**src/rtl/crc8_frame_arbiter.sv**
```systemverilog
// ============================================================================
// Module   : crc8_frame_arbiter
// Purpose  : Round-robin, frame-locked sharing of one CRC-8 engine among NREQ
//            byte-stream requesters. Define CRC8_ONECYCLE_EN for a
//            byte-per-cycle engine instead of the 8-step bit-serial one.
// Revision : 1.0 - initial release
// ============================================================================
`default_nettype none

module crc8_frame_arbiter #(
  parameter int         NREQ = 2,
  parameter int         IDW  = 1,
  parameter logic [7:0] POLY = 8'h8B,
  parameter logic [7:0] INIT = 8'hFF
) (
  input  logic              clk,
  input  logic              rst,
  input  logic [NREQ-1:0]   req_valid,
  input  logic [8*NREQ-1:0] req_data,
  input  logic [NREQ-1:0]   req_last,
  output logic [NREQ-1:0]   req_ready,
  output logic              crc_valid,
  output logic [7:0]        crc_out,
  output logic [IDW-1:0]    crc_id,
  input  logic              crc_ready,
  output logic              busy
);

  localparam logic [1:0] S_IDLE      = 2'd0;
  localparam logic [1:0] S_BYTE_WAIT = 2'd1;
`ifndef CRC8_ONECYCLE_EN
  localparam logic [1:0] S_SHIFT     = 2'd2;
`endif
  localparam logic [1:0] S_DONE      = 2'd3;

  logic [1:0]     r_state;
  logic [IDW-1:0] r_rr_ptr;
  logic [IDW-1:0] r_grant;
  logic [7:0]     r_crc;
`ifndef CRC8_ONECYCLE_EN
  logic [7:0]     r_shift;
  logic [2:0]     r_cnt;
  logic           r_last;
`endif

  logic           w_found;
  logic [IDW-1:0] w_pick;
  logic           w_sel_valid;
  logic [7:0]     w_sel_data;
  logic           w_sel_last;
  logic [IDW-1:0] w_next_ptr;

  // One MSB-first bit step of the CRC register.
  function automatic logic [7:0] crc_bit(input logic [7:0] crc, input logic b);
    logic fb;
    fb = crc[7] ^ b;
    return {crc[6:0], 1'b0} ^ (fb ? POLY : 8'h00);
  endfunction

`ifdef CRC8_ONECYCLE_EN
  function automatic logic [7:0] crc_byte(input logic [7:0] crc, input logic [7:0] d);
    logic [7:0] c;
    c = crc;
    for (int k = 7; k >= 0; k--) begin
      c = crc_bit(c, d[k]);
    end
    return c;
  endfunction
`endif

  // Round-robin search: first valid requester at or after r_rr_ptr, wrapping.
  always_comb begin
    int v_idx;
    v_idx   = 0;
    w_found = 1'b0;
    w_pick  = '0;
    for (int k = 0; k < NREQ; k++) begin
      v_idx = int'(r_rr_ptr) + k;
      if (v_idx >= NREQ) begin
        v_idx = v_idx - NREQ;
      end
      for (int i = 0; i < NREQ; i++) begin
        if (!w_found && (i == v_idx) && req_valid[i]) begin
          w_found = 1'b1;
          w_pick  = IDW'(i);
        end
      end
    end
  end

  always_comb begin
    w_sel_valid = 1'b0;
    w_sel_data  = 8'h00;
    w_sel_last  = 1'b0;
    for (int i = 0; i < NREQ; i++) begin
      if (r_grant == IDW'(i)) begin
        w_sel_valid = req_valid[i];
        w_sel_data  = req_data[8*i +: 8];
        w_sel_last  = req_last[i];
      end
    end
  end

  assign w_next_ptr = (r_grant == IDW'(NREQ - 1)) ? '0 : r_grant + IDW'(1);

  always_ff @(posedge clk) begin
    if (rst) begin
      r_state  <= S_IDLE;
      r_rr_ptr <= '0;
      r_grant  <= '0;
      r_crc    <= INIT;
`ifndef CRC8_ONECYCLE_EN
      r_shift  <= 8'h00;
      r_cnt    <= 3'd0;
      r_last   <= 1'b0;
`endif
    end else begin
      case (r_state)
        S_IDLE: begin
          if (w_found) begin
            r_grant <= w_pick;
            r_crc   <= INIT;
            r_state <= S_BYTE_WAIT;
          end
        end
        S_BYTE_WAIT: begin
          if (w_sel_valid) begin
`ifdef CRC8_ONECYCLE_EN
            r_crc   <= crc_byte(r_crc, w_sel_data);
            r_state <= w_sel_last ? S_DONE : S_BYTE_WAIT;
`else
            r_shift <= w_sel_data;
            r_last  <= w_sel_last;
            r_cnt   <= 3'd0;
            r_state <= S_SHIFT;
`endif
          end
        end
`ifndef CRC8_ONECYCLE_EN
        S_SHIFT: begin
          r_crc   <= crc_bit(r_crc, r_shift[7]);
          r_shift <= {r_shift[6:0], 1'b0};
          r_cnt   <= r_cnt + 3'd1;
          if (r_cnt == 3'd7) begin
            r_state <= r_last ? S_DONE : S_BYTE_WAIT;
          end
        end
`endif
        S_DONE: begin
          if (crc_ready) begin
            r_rr_ptr <= w_next_ptr;
            r_state  <= S_IDLE;
          end
        end
        default: r_state <= S_IDLE;
      endcase
    end
  end

  always_comb begin
    req_ready = '0;
    for (int i = 0; i < NREQ; i++) begin
      req_ready[i] = (r_state == S_BYTE_WAIT) && (r_grant == IDW'(i));
    end
  end

  // Result outputs read as zero outside DONE so reset and idle look identical.
  assign crc_valid = (r_state == S_DONE);
  assign crc_out   = (r_state == S_DONE) ? r_crc : 8'h00;
  assign crc_id    = (r_state == S_DONE) ? r_grant : '0;
  assign busy      = (r_state != S_IDLE);

endmodule

`default_nettype wire

```
**config.mk**
```make
export PLATFORM = sky130hd
export DESIGN_NAME = crc8_frame_arbiter
export DESIGN_NICKNAME = d
export VERILOG_FILES = /design/src/rtl/crc8_frame_arbiter.sv
export SDC_FILE = /design/constraint.sdc
export NUM_CORES = 1
export LEC_CHECK = 0
export ABC_AREA = 0
export CORE_MARGIN = 4
export CORE_UTILIZATION = 61
export DETAILED_ROUTE_END_ITERATION = 8
export DONT_BUFFER_PORTS = 1
export PLACE_DENSITY = 0.77
export RECOVER_POWER = 50
export SYNTH_ARGS = -nofsm -noshare
export SYNTH_HDL_FRONTEND = slang
export SYNTH_SLANG_ARGS = --single-unit
```
**constraint.sdc**
```tcl
create_clock -name clk -period 2.04 [get_ports clk]
set_clock_uncertainty 0.2 [all_clocks]
set_input_delay 0.408 -clock clk [delete_from_list [all_inputs] [get_ports clk]]
set_output_delay 0.408 -clock clk [all_outputs]
set_load 0.01 [all_outputs]
```
==> results by group <==
Synth
  – Synth Flop Type: dfxtp_1
  – Synth Area in Adders: 0.0180
  – Synth Cell Area: 1390 um2
  – Async SR Flop Fraction: 0
  – Yosys reg bits: 24
  – Area share of the leading cell type in the synthesized netlist: 0.346
  – Sequential area share after synthesis: 0.346
  – Multiplexer share of the synthesized area: 0.158
  – Area leader, netlist: dfxtp_1
  – Number of flops mapped to enable cells by yosys: 0
  – Compound-Gate Fraction of Synth Area: 0.187
  – Post-synthesis cell type count: 32
  – Dominant combinational cell family by area after synthesis: simple AND/OR/NAND/NOR gates
  – Syn_nets: roughly 180
  – Post-Synthesis Cells: 152
  – Area share of and/or/nand/nor cells after synthesis: 0.211
  – Top post-synthesis cells by area: dfxtp_1 (35%), mux2i_1 (12%), nand2b_1 (5.0%), a211o_1 (4.4%), and3_1 (4.1%)
  – Warnings from Yosys: 0
  – Synth Area per Inst: 9.13 um2
  – Synth Area in XOR/XNOR: 0.0252

Routing
  – Final wirelength: between 2 and 3 mm
  – Drt first pass iters: 4
  – Via density: 6.02
  – Drt wl/cell: about 16 um
  – Via count: ~1100
  – First DRT Iteration DRCs: 41
  – DRC Markers: 0
  – Routed Antenna Nets: 0

Worst setup path
  – CP top delay family: flip-flops
  – Worst path max stage delay: around 530 ps
  – Crit Path Category: reg -> out
  – CP bufs+invs: 1
  – Worst Setup Start Kind: flip-flop
  – Crit-path cells: buf_4, and3_1
  – CP Capture Type: output pin
  – Crit path DAT: ~1300 ps
  – Worst Path Required: between 1000 and 1500 ps
  – Crit-path slowest cell: dfxtp_2
  – Largest fanout on the critical path: 21

Die
  – Die height: approximately 56 um
  – Die width: around 56 um
  – Core footprint: 2190 um2
  – Die area: 3100 um2
  – Cell row count: 17
  – Initial Util: 0.633
  – Num ports: 36

Clocking
  – CTS sink count: 24
  – Worst-Skew Late Latency: ~310 ps
  – Htree depth: 1
  – TritonCTS clock tree: yes
  – Root buffer cell: clkbuf_4
  – Num CTS Buffers: 3
  – Clk buf depth: 2
  – Clock transition at the registers of the reported paths: 130 ps

Global routing
  – Initial antenna violation count: 0
  – Remaining Overflow, GRT: 0
  – Vias in the first global route: slightly above 1000
  – Largest net degree at the start of global routing: 23
  – First-pass GRT wire length: 4.92 mm
  – Total global-route track usage: 0.193

Timing
  – Final setup viols: 0
  – Worst slew pin tran: roughly 560 ps
  – Slew Viols, Final: 0
  – Final period util: 0.914
  – Hold Vio Cnt, Final: 0
  – Min Tclk post-route: about 1900 ps
  – RSZ-0062 raised after global routing: no
  – Max Freq: about 0.54 GHz
  – Worst slew margin: 0.623
  – Setup TNS Final: 0 ps

Pwr
  – Pint: between 600 and 700 uW
  – Power share of the clock group: 0.217
  – Leakage: 0.607 nW
  – P_sw: roughly 280 uW
  – Max IR drop VDD: between 0.0004 and 0.0005 V
  – Sequential share of power: 0.553
  – Power Density: roughly 660 nW/um2
  – Switching Fraction: 0.297
  – Comb pwr share: 0.230

Cells and area
  – Ant. Diodes: 0
  – Layout cells sized above 1: 0.0987
  – Layout net count: 179
  – Fin cells: 180
  – P&R area growth vs syn: 3.97%
  – Area occupied by multi-input gates: slightly above 800 um2
  – Fillers: 192
  – FF/Latch Area: between 400 and 500 um2

Placement
  – HPWL after detailed placement: between 2 and 2.5 mm
  – GPL Wtd Cong: ~0.75
  – IO Port Bufs: 0
  – Cells after DPL: ~180

Hold path
  – Hold Crit Class: in -> reg

Outcome
  – Status: finished, final reports clean

Flow run
  – Max-Cap Viols: 0
## logic make-up (layout without fill, tap and decap cells)
family                     count (synthesis)  after routing
buffers and inverters                     16             16
adders and majority gates                  2              2
muxes                                     20             20
xor gates and xnor gates                   4              4
DFF                                       24             24
AOI/OAI and AO/OA                         34             34
and+or+nand+nor                           52             52
## synthesized netlist by cell type, types with 2 or more instances
cell type and count:
ha_1 2, o211ai_1 3, a211o_1 7, mux2i_1 17, o21bai_1 4, dfxtp_1 24, nand2_1 5, a21oi_1 10
buf_2 4, inv_1 4, nand3_1 3, nor2b_1 3, nand2b_1 11, nor2_1 11, a21o_1 3, o32a_1 3
xnor2_1 4, clkbuf_1 6, and3_1 9, nor3b_1 7
## layer usage
| metal | global-route usage | part of all wire |
|---|---|---|
| met1 | 0.267 | 0.46 |
| met2 | 0.307 | 0.48 |
| met3 | 0.0557 | 0.061 |
| met4 | 0.0208 | 0 |
| met5 | 0 | 0 |
## worst reg2reg max path: cells and delay by family (launching register included)
family,cells,cell delay (ps)
multiplexers,2,670
AO/OA/AOI/OAI,1,500
flip-flops,1,370
## per-stage QoR
stage          total power, mW  hold WS [ps]  utilization  cell area [um2]  setup WS (ps)
2_1_floorplan            0.723           251            -             1390            371
3_3_place_gp             0.753           263        0.645             1410            306
3_5_place_dp             0.762           275        0.645             1410            245
4_1_cts                  0.977          23.2        0.665             1460           47.8
5_1_grt                   1.02          6.96        0.658             1440           67.0
6_report                 0.959          35.4        0.658             1440            176
## power groups by stage
stage	Combinational, mW	Clock, mW	Sequential, mW
detailed placement	0.222	0	0.540
floorplan	0.201	0	0.522
CTS	0.230	0.217	0.530
global placement	0.215	0	0.538
finish	0.220	0.208	0.531
global route	0.244	0.238	0.538
## sequential cells by signal (all words and copies together) (netlist names)
register  flops
r_cnt         3
r_crc         8
r_grant       1
r_last        1
r_rr_ptr      1
r_shift       8
r_state       2
## final timing paths
| check | depth (start not counted) | slack [ps] | endpoint | start |
|---|---|---|---|---|
| max reg2reg | 3 | 240 | r_shift[2] | r_grant |
| min | 1 | 40 | r_crc[3] | rst |
| max | 2 | 180 | crc_id | r_state[1] |
| min reg2reg | 2 | 290 | r_shift[4] | r_shift[4] |
## area by class of cell
type | instances | share of cell area
clock buffer | 3 | 0.0156
timing repair buffer | 9 | 0.0486
multi-input combinational | 112 | 0.566
inverter | 4 | 0.0104
tap | 28 | 0.0243
sequential | 24 | 0.335
## layout by cell type, fill, tap and decap left out, types with 3 or more instances in the layout
master	Yosys	routed
a211o_1	7	7
nor3b_1	7	7
o211ai_1	3	3
nor2_1	11	11
a21oi_1	10	10
and3_1	9	9
nand2_1	5	5
nand2b_1	11	11
buf_4	1	6
xnor2_1	4	4
nor2b_1	3	3
mux2i_1	17	17
a21o_1	3	3
o32a_1	3	3
nand3_1	3	3
inv_1	4	4
dfxtp_1	24	22
o21bai_1	4	4
clkbuf_4	0	3
## repair_timing
| item | 4_1_cts | 5_1_grt |
|---|---|---|
| setup endpoints to repair | 2 | 10 |
| resized for setup | 1 | 1 |
| buffers inserted | 0 | 0 |
| hold endpoints to repair | 11 | 0 |
| hold buffers | 2 | 0 |
Power figures use the tool's default switching activity.
